## config.mk

```make
export PLATFORM = sky130hd
export DESIGN_NAME = wb_sdram_arb
export DESIGN_NICKNAME = d
export VERILOG_FILES = /design/src/rtl/wb_arb_pkg.sv /design/src/rtl/rr_pick.sv /design/src/rtl/wb_sdram_arb.sv
export SDC_FILE = /design/constraint.sdc
export NUM_CORES = 1
export LEC_CHECK = 0
export ABC_AREA = 1
export BUFFER_PORTS_ARGS = -buffer_cell sky130_fd_sc_hd__buf_4
export CAP_MARGIN = 10
export CORE_AREA = 2 2 159 161
export CTS_CLUSTER_DIAMETER = 50
export DETAILED_ROUTE_END_ITERATION = 12
export DIE_AREA = 0 0 161 163
export PLACE_DENSITY = 0.38
export SYNTH_ARGS = -nofsm -noshare
export SYNTH_HDL_FRONTEND = slang
export SYNTH_SLANG_ARGS = --single-unit
```

## constraint.sdc

```tcl
create_clock -name wb_clk_i -period 2 [get_ports wb_clk_i]
set_input_delay 0.3 -clock wb_clk_i [delete_from_list [all_inputs] [get_ports wb_clk_i]]
set_output_delay 0.3 -clock wb_clk_i [all_outputs]
set_load 0.02 [all_outputs]
```

## src/rtl/wb_arb_pkg.sv

```systemverilog
// Shared types and constants for the Wishbone SDRAM arbiter.
//   arb_state_e : arbiter FSM states
//   WB_*        : Wishbone data / select / cycle-type widths
//   CTI_*       : cycle-type identifier encodings
//   cnt_width() : watchdog counter width (at least one bit, even when disabled)
package wb_arb_pkg;

    typedef enum logic [1:0] {
        IDLE  = 2'd0,
        OWN   = 2'd1,
        ABORT = 2'd2
    } arb_state_e;

    localparam int WB_DW    = 32;
    localparam int WB_SW    = 4;
    localparam int WB_CTI_W = 3;

    localparam logic [2:0] CTI_CLASSIC = 3'b000;
    localparam logic [2:0] CTI_INCR    = 3'b010;
    localparam logic [2:0] CTI_EOB     = 3'b111;

    // A disabled watchdog (timeout 0) still needs a legal 1-bit counter.
    function automatic int cnt_width(input int timeout);
        return (timeout > 0) ? $clog2(timeout + 1) : 1;
    endfunction

endpackage

```

## src/rtl/rr_pick.sv

```systemverilog
// Combinational round-robin picker.
//   req   : request vector, one bit per requester
//   last  : index of the most recent winner (searched from last+1 upwards)
//   idx   : winning index, valid only when valid = 1
//   valid : at least one request present
// The request vector is doubled and shifted right by last+1, so the lowest set
// bit of the low half is the first requester after last in circular order.
module rr_pick #(
    parameter int N     = 4,
    parameter int IDX_W = $clog2(N)
) (
    input  logic [N-1:0]     req,
    input  logic [IDX_W-1:0] last,
    output logic [IDX_W-1:0] idx,
    output logic             valid
);

    logic [N-1:0] rot_s;
    int           base_s;

    // Rotate the requests and priority-encode the lowest set bit.
    always_comb begin
        base_s = int'(last) + 1;
        rot_s  = N'({req, req} >> base_s);
        idx    = '0;
        valid  = 1'b0;
        // Descending scan: the lowest set bit is written last and wins.
        for (int i = N - 1; i >= 0; i--) begin
            valid = valid | rot_s[i];
            idx   = rot_s[i] ? IDX_W'((base_s + i) % N) : idx;
        end
    end

endmodule

```

## src/rtl/wb_sdram_arb.sv

```systemverilog
// Round-robin Wishbone arbiter in front of the SDRAM controller slave port.
//   wb_clk_i / wb_rst_n_i : clock, asynchronous active-low reset
//   m_wb_*                : NUM_MASTERS packed master ports (master k in slice k)
//   s_wb_*                : single slave port to the SDRAM controller
//   grant_o / busy_o      : current owner index and "not idle" debug status
// An owner keeps the slave for its whole cyc so bursts are never split. An ack
// watchdog turns a stalled tenure into a one-cycle err pulse to the owner.
module wb_sdram_arb
    import wb_arb_pkg::*;
#(
    parameter int NUM_MASTERS = 4,
    parameter int ADR_W       = 24,
    parameter int TIMEOUT     = 1023,
    parameter int CNT_W       = cnt_width(TIMEOUT)
) (
    input  logic                            wb_clk_i,
    input  logic                            wb_rst_n_i,
    input  logic [NUM_MASTERS-1:0]          m_wb_cyc_i,
    input  logic [NUM_MASTERS-1:0]          m_wb_stb_i,
    input  logic [NUM_MASTERS-1:0]          m_wb_we_i,
    input  logic [NUM_MASTERS*4-1:0]        m_wb_sel_i,
    input  logic [NUM_MASTERS*ADR_W-1:0]    m_wb_adr_i,
    input  logic [NUM_MASTERS*3-1:0]        m_wb_cti_i,
    input  logic [NUM_MASTERS*32-1:0]       m_wb_dat_i,
    output logic [31:0]                     m_wb_dat_o,
    output logic [NUM_MASTERS-1:0]          m_wb_ack_o,
    output logic [NUM_MASTERS-1:0]          m_wb_err_o,
    output logic                            s_wb_cyc_o,
    output logic                            s_wb_stb_o,
    output logic                            s_wb_we_o,
    output logic [3:0]                      s_wb_sel_o,
    output logic [ADR_W-1:0]                s_wb_adr_o,
    output logic [2:0]                      s_wb_cti_o,
    output logic [31:0]                     s_wb_dat_o,
    input  logic [31:0]                     s_wb_dat_i,
    input  logic                            s_wb_ack_i,
    output logic [$clog2(NUM_MASTERS)-1:0]  grant_o,
    output logic                            busy_o
);

    localparam int GW      = $clog2(NUM_MASTERS);
    localparam bit WDOG_EN = (TIMEOUT > 0);

    arb_state_e             state_r;
    logic [GW-1:0]          grant_r;
    logic [GW-1:0]          last_r;
    logic [CNT_W-1:0]       wdog_r;
    logic [NUM_MASTERS-1:0] err_r;

    logic [GW-1:0]          pick_idx_s;
    logic                   pick_valid_s;
    logic                   stall_s;
    logic                   wdog_hit_s;
    int                     gi_s;

    rr_pick #(
        .N     (NUM_MASTERS),
        .IDX_W (GW)
    ) u_pick (
        .req   (m_wb_cyc_i),
        .last  (last_r),
        .idx   (pick_idx_s),
        .valid (pick_valid_s)
    );

    // Slave-side mux and ack routing; everything is quiet outside OWN.
    always_comb begin
        gi_s       = int'(grant_r);
        s_wb_cyc_o = 1'b0;
        s_wb_stb_o = 1'b0;
        s_wb_we_o  = 1'b0;
        s_wb_sel_o = 4'h0;
        s_wb_adr_o = '0;
        s_wb_cti_o = 3'b000;
        s_wb_dat_o = 32'h0;
        m_wb_ack_o = '0;
        case (state_r)
            OWN: begin
                s_wb_cyc_o          = m_wb_cyc_i[grant_r];
                s_wb_stb_o          = m_wb_stb_i[grant_r];
                s_wb_we_o           = m_wb_we_i[grant_r];
                s_wb_sel_o          = m_wb_sel_i[gi_s*WB_SW +: WB_SW];
                s_wb_adr_o          = m_wb_adr_i[gi_s*ADR_W +: ADR_W];
                s_wb_cti_o          = m_wb_cti_i[gi_s*WB_CTI_W +: WB_CTI_W];
                s_wb_dat_o          = m_wb_dat_i[gi_s*WB_DW +: WB_DW];
                m_wb_ack_o[grant_r] = s_wb_ack_i;
            end
            default: begin
                s_wb_cyc_o = 1'b0;
            end
        endcase
    end

    // Watchdog qualifiers: a stall is a strobe without ack; an ack always wins.
    always_comb begin
        stall_s    = s_wb_stb_o & ~s_wb_ack_i;
        wdog_hit_s = WDOG_EN & stall_s & (wdog_r == CNT_W'(TIMEOUT - 1));
    end

    // Arbiter FSM with watchdog counter and one-cycle error pulse.
    always_ff @(posedge wb_clk_i or negedge wb_rst_n_i) begin
        if (!wb_rst_n_i) begin
            state_r <= IDLE;
            grant_r <= '0;
            last_r  <= GW'(NUM_MASTERS - 1);
            wdog_r  <= '0;
            err_r   <= '0;
        end else begin
            case (state_r)
                IDLE: begin
                    err_r  <= '0;
                    wdog_r <= '0;
                    if (pick_valid_s) begin
                        grant_r <= pick_idx_s;
                        state_r <= OWN;
                    end
                end
                OWN: begin
                    err_r <= '0;
                    // Owner ending its cycle takes priority over a timeout.
                    if (!m_wb_cyc_i[grant_r]) begin
                        state_r <= IDLE;
                        last_r  <= grant_r;
                        wdog_r  <= '0;
                    end else if (wdog_hit_s) begin
                        state_r <= ABORT;
                        err_r   <= NUM_MASTERS'(1) << grant_r;
                        wdog_r  <= '0;
                    end else if (stall_s) begin
                        wdog_r  <= wdog_r + CNT_W'(1);
                    end else begin
                        wdog_r  <= '0;
                    end
                end
                ABORT: begin
                    err_r <= '0;
                    if (!m_wb_cyc_i[grant_r]) begin
                        state_r <= IDLE;
                        last_r  <= grant_r;
                    end
                end
                default: begin
                    state_r <= IDLE;
                    err_r   <= '0;
                end
            endcase
        end
    end

    assign m_wb_dat_o = s_wb_dat_i;
    assign m_wb_err_o = err_r;
    assign grant_o    = grant_r;
    assign busy_o     = (state_r != IDLE);

endmodule

```

==> metrics <==
placed instance count 1,135; RR Endpoint wdog_r[3]; core outline area 0.0247 sq mm; Seq/Total Area, Yosys 0.162; H-Tree Level Count 1; period utilisation layout 1.03; Hold Vio Cnt, Final 0; Worst path slowest cell dfrtp_1; Fmax 487 MHz; Port Buf Inserts 343; CTS Root Buffer Type clkbuf_16; leak pwr 0.00308 uW; post-DP HPWL 15.6 mm; clock skew 0.00272 ns; initial antenna violation count 0; Clock Path Buffers 2; r2r setup slk 0.20 ns; Final Net Count 1,133; CTS sink cnt 20; layout cells sized above 1 0.530; Syn Area/Cell 6.14 sq um; Seq cells post-synth 20; Initial DRC Count 225; vias in the first global route 4,894; Crit path arrival time 1.75 ns; # diodes 0; largest net degree at the start of global routing 48; Total GRT Usage 0.143; grt ovf 0; Row Count 58; crit-path cells buf_6 -> nor2_4 -> buf_12 -> buf_12 -> buf_8 -> a22oi_2 -> a31oi_2 -> buf_4; ANT nets after route 0; Die W 161 um; Critical Path Start grant_o[1]; Max VDD drop 0.408 mV; Initial Utilization 0.125; Final Max Slew Viols 0; PnR worst setup slack -0.0529 ns; CTS tree built; Critical Path Sink s_wb_adr_o[2]; worst skew pair latency 0.25 ns; Die Area 0.0262 sq mm; area delta synth->final 115%; Tmin final 2.05 ns; PnR Total Power 8960 uW; num ports 408; via count 4,818; worst-path fanout max 9; RSZ-0062 raised after global routing yes; Critical Path RT 1.70 ns; max incr delay on CP 0.41 ns; maxcap violations 0; final WL 21.1 mm; PwrDens 1350 mW/mm^2; final setup fails 15; failing checks setup timing; die height 163 um; clock slew at reported path FFs 0.06 ns; post-route insts no fill 1,158; DRC violations left 0; routed vias/inst 4.16; Avg WL per Cell 18.3 um; CTS Buf Count 3; number of distinct library cells after synthesis 30; YS warnings 0; Final Wtd Congestion 0.794; Pre-antenna DRT Iters 4; outcome finished with violations; Syn Nets 808; Slew HR 0.743; worst min path class in -> reg; cell repeated most along the worst path buf_12; Crit Path Category reg -> out; Synth Cell Area 0.00310 sq mm; Worst setup EP type output pin; reg2reg start grant_o[1]; slew of the pin with the lowest slew margin 0.386 ns; Post-Synthesis Cells 504; first-pass GRT wire length 29.3 mm; FF-to-FF path depth 11; Worst Setup Start Kind flip-flop
[worst min path at each step]
| stage | from | end | slack (ns) | cells after the start |
|---|---|---|---|---|
| 3_5_place_dp | wb_rst_n_i | wdog_r[6] | 0.20 | 1 |
| 3_3_place_gp | wb_rst_n_i | wdog_r[7] | 0.21 | 1 |
| 2_1_floorplan | wb_rst_n_i | grant_o[0] | 0.004 | 0 |
| 4_1_cts | s_wb_ack_i | wdog_r[6] | 0.39 | 4 |
| 5_1_grt | s_wb_ack_i | wdog_r[6] | 0.40 | 4 |
| 6_report | s_wb_ack_i | wdog_r[6] | 0.38 | 4 |
[critical path: cells and delay by family, from the launching register on]
family | cells | cell delay [ns]
AND/OR/NAND/NOR | 1 | 0.13
AO/OA/AOI/OAI | 2 | 0.25
flip-flops | 1 | 0.41
buffers and inverters | 5 | 0.71
[power by group]
part	switching (uW)	internal, uW	leakage, uW
Combinational	4440	3460	0.00277
Clock	151	305	0.0000442
Sequential	108	485	0.000265
[sequential cells by signal (all words and copies together) (netlist names)]
name	cells
last_r	2
m_wb_err_o	4
wdog_r	10
state_r	2
grant_o	2
[routing by layer]
layer | GRT usage | share of wire | up-vias
li1 | - | - | 2403
met1 | 0.190 | 0.43 | 2205
met2 | 0.249 | 0.50 | 208
met3 | 0.0303 | 0.070 | 2
met4 | 0.00690 | 0.0014 | 0
met5 | 0 | 0 | -
[what timing repair did]
action | 4_1_cts | 5_1_grt
endpoints found under the hold margin | 18 | 0
cloned | 4 | 6
setup endpoints to repair | 55 | 66
buffers inserted | 1 | 7
gates resized for setup | 17 | 33
pin swaps | 1 | 9
hold buffers | 1 | 0
[cells in the mapped netlist]
library cell | n | share of area
nor2_8 | 2 | 0.013
buf_1 | 3 | 0.0036
clkbuf_1 | 17 | 0.021
nor2_2 | 1 | 0.0020
o22ai_1 | 1 | 0.0020
o21ai_1 | 12 | 0.019
nor2_1 | 14 | 0.017
a22oi_1 | 64 | 0.16
buf_2 | 14 | 0.023
inv_2 | 7 | 0.0085
nand4_1 | 7 | 0.014
nand3b_1 | 1 | 0.0024
inv_1 | 22 | 0.027
dfrtp_1 | 18 | 0.15
a31oi_1 | 65 | 0.13
nand2_1 | 180 | 0.22
a21oi_1 | 2 | 0.0032
buf_4 | 32 | 0.078
nand3_4 | 1 | 0.0057
nand4_2 | 1 | 0.0040
xnor2_1 | 3 | 0.0085
nand2_2 | 4 | 0.0081
dfstp_2 | 2 | 0.017
o22ai_4 | 1 | 0.0065
nand3_1 | 10 | 0.016
xor2_1 | 4 | 0.011
nor3_1 | 1 | 0.0016
o21ai_0 | 6 | 0.0097
ha_1 | 5 | 0.020
nor4_1 | 4 | 0.0081
[metrics by stage]
stage / setup slack [ns] / util / setup TNS (ns) / area [sq um] / hold slack (ns)
3_3_place_gp: 0.198 / 0.243 / 0 / 6000 / 0.211
6_report: -0.0529 / 0.269 / -0.387 / 6640 / 0.383
2_1_floorplan: 0.0333 / - / 0 / 3100 / 0.00441
5_1_grt: -0.121 / 0.269 / -4.86 / 6640 / 0.396
4_1_cts: -0.0186 / 0.255 / -0.141 / 6290 / 0.386
3_5_place_dp: 0.160 / 0.243 / 0 / 6000 / 0.205
[placed cells by master (no fill, tap or decap), types with 2 or more instances in the layout]
cell       count
inv_2          5
nand2_4        2
buf_6          6
nor4_1         4
inv_1         21
nand2_2        5
dfrtp_1       17
nand2_1      177
buf_12        12
nor2_1        12
clkbuf_16      7
buf_4        358
buf_16         2
a31oi_2        6
nor2_8         2
nor2_2         2
a22oi_1       48
a31oi_1       58
ha_1           4
o21ai_1       12
a21oi_1        2
nand4_1        7
dfstp_2        2
nand3_1       10
a22oi_2       16
xor2_1         4
xnor2_1        3
o21ai_0        6
bufbuf_16      2
[cell type report]
type / instances / area [sq um]
clock buffers: 4 / 88.8
fillers: 2807 / 18000
inverters: 29 / 124
multi-input cells: 389 / 2270
flip-flops and latches: 20 / 504
well taps: 330 / 413
repair buffers: 386 / 3240
[logic make-up (layout without fill, tap and decap cells)]
family	Yosys count	count (layout)	share of synthesized area
AND/OR/NAND/NOR	226	226	0.310
XOR/XNOR	7	7	0.0198
buffers and inverters	95	419	0.160
AO/OA/AOI/OAI	151	151	0.327
adder cells (fa/ha/maj)	5	5	0.0202
flip-flops	20	20	0.162
(Power assumes the default switching activity.)
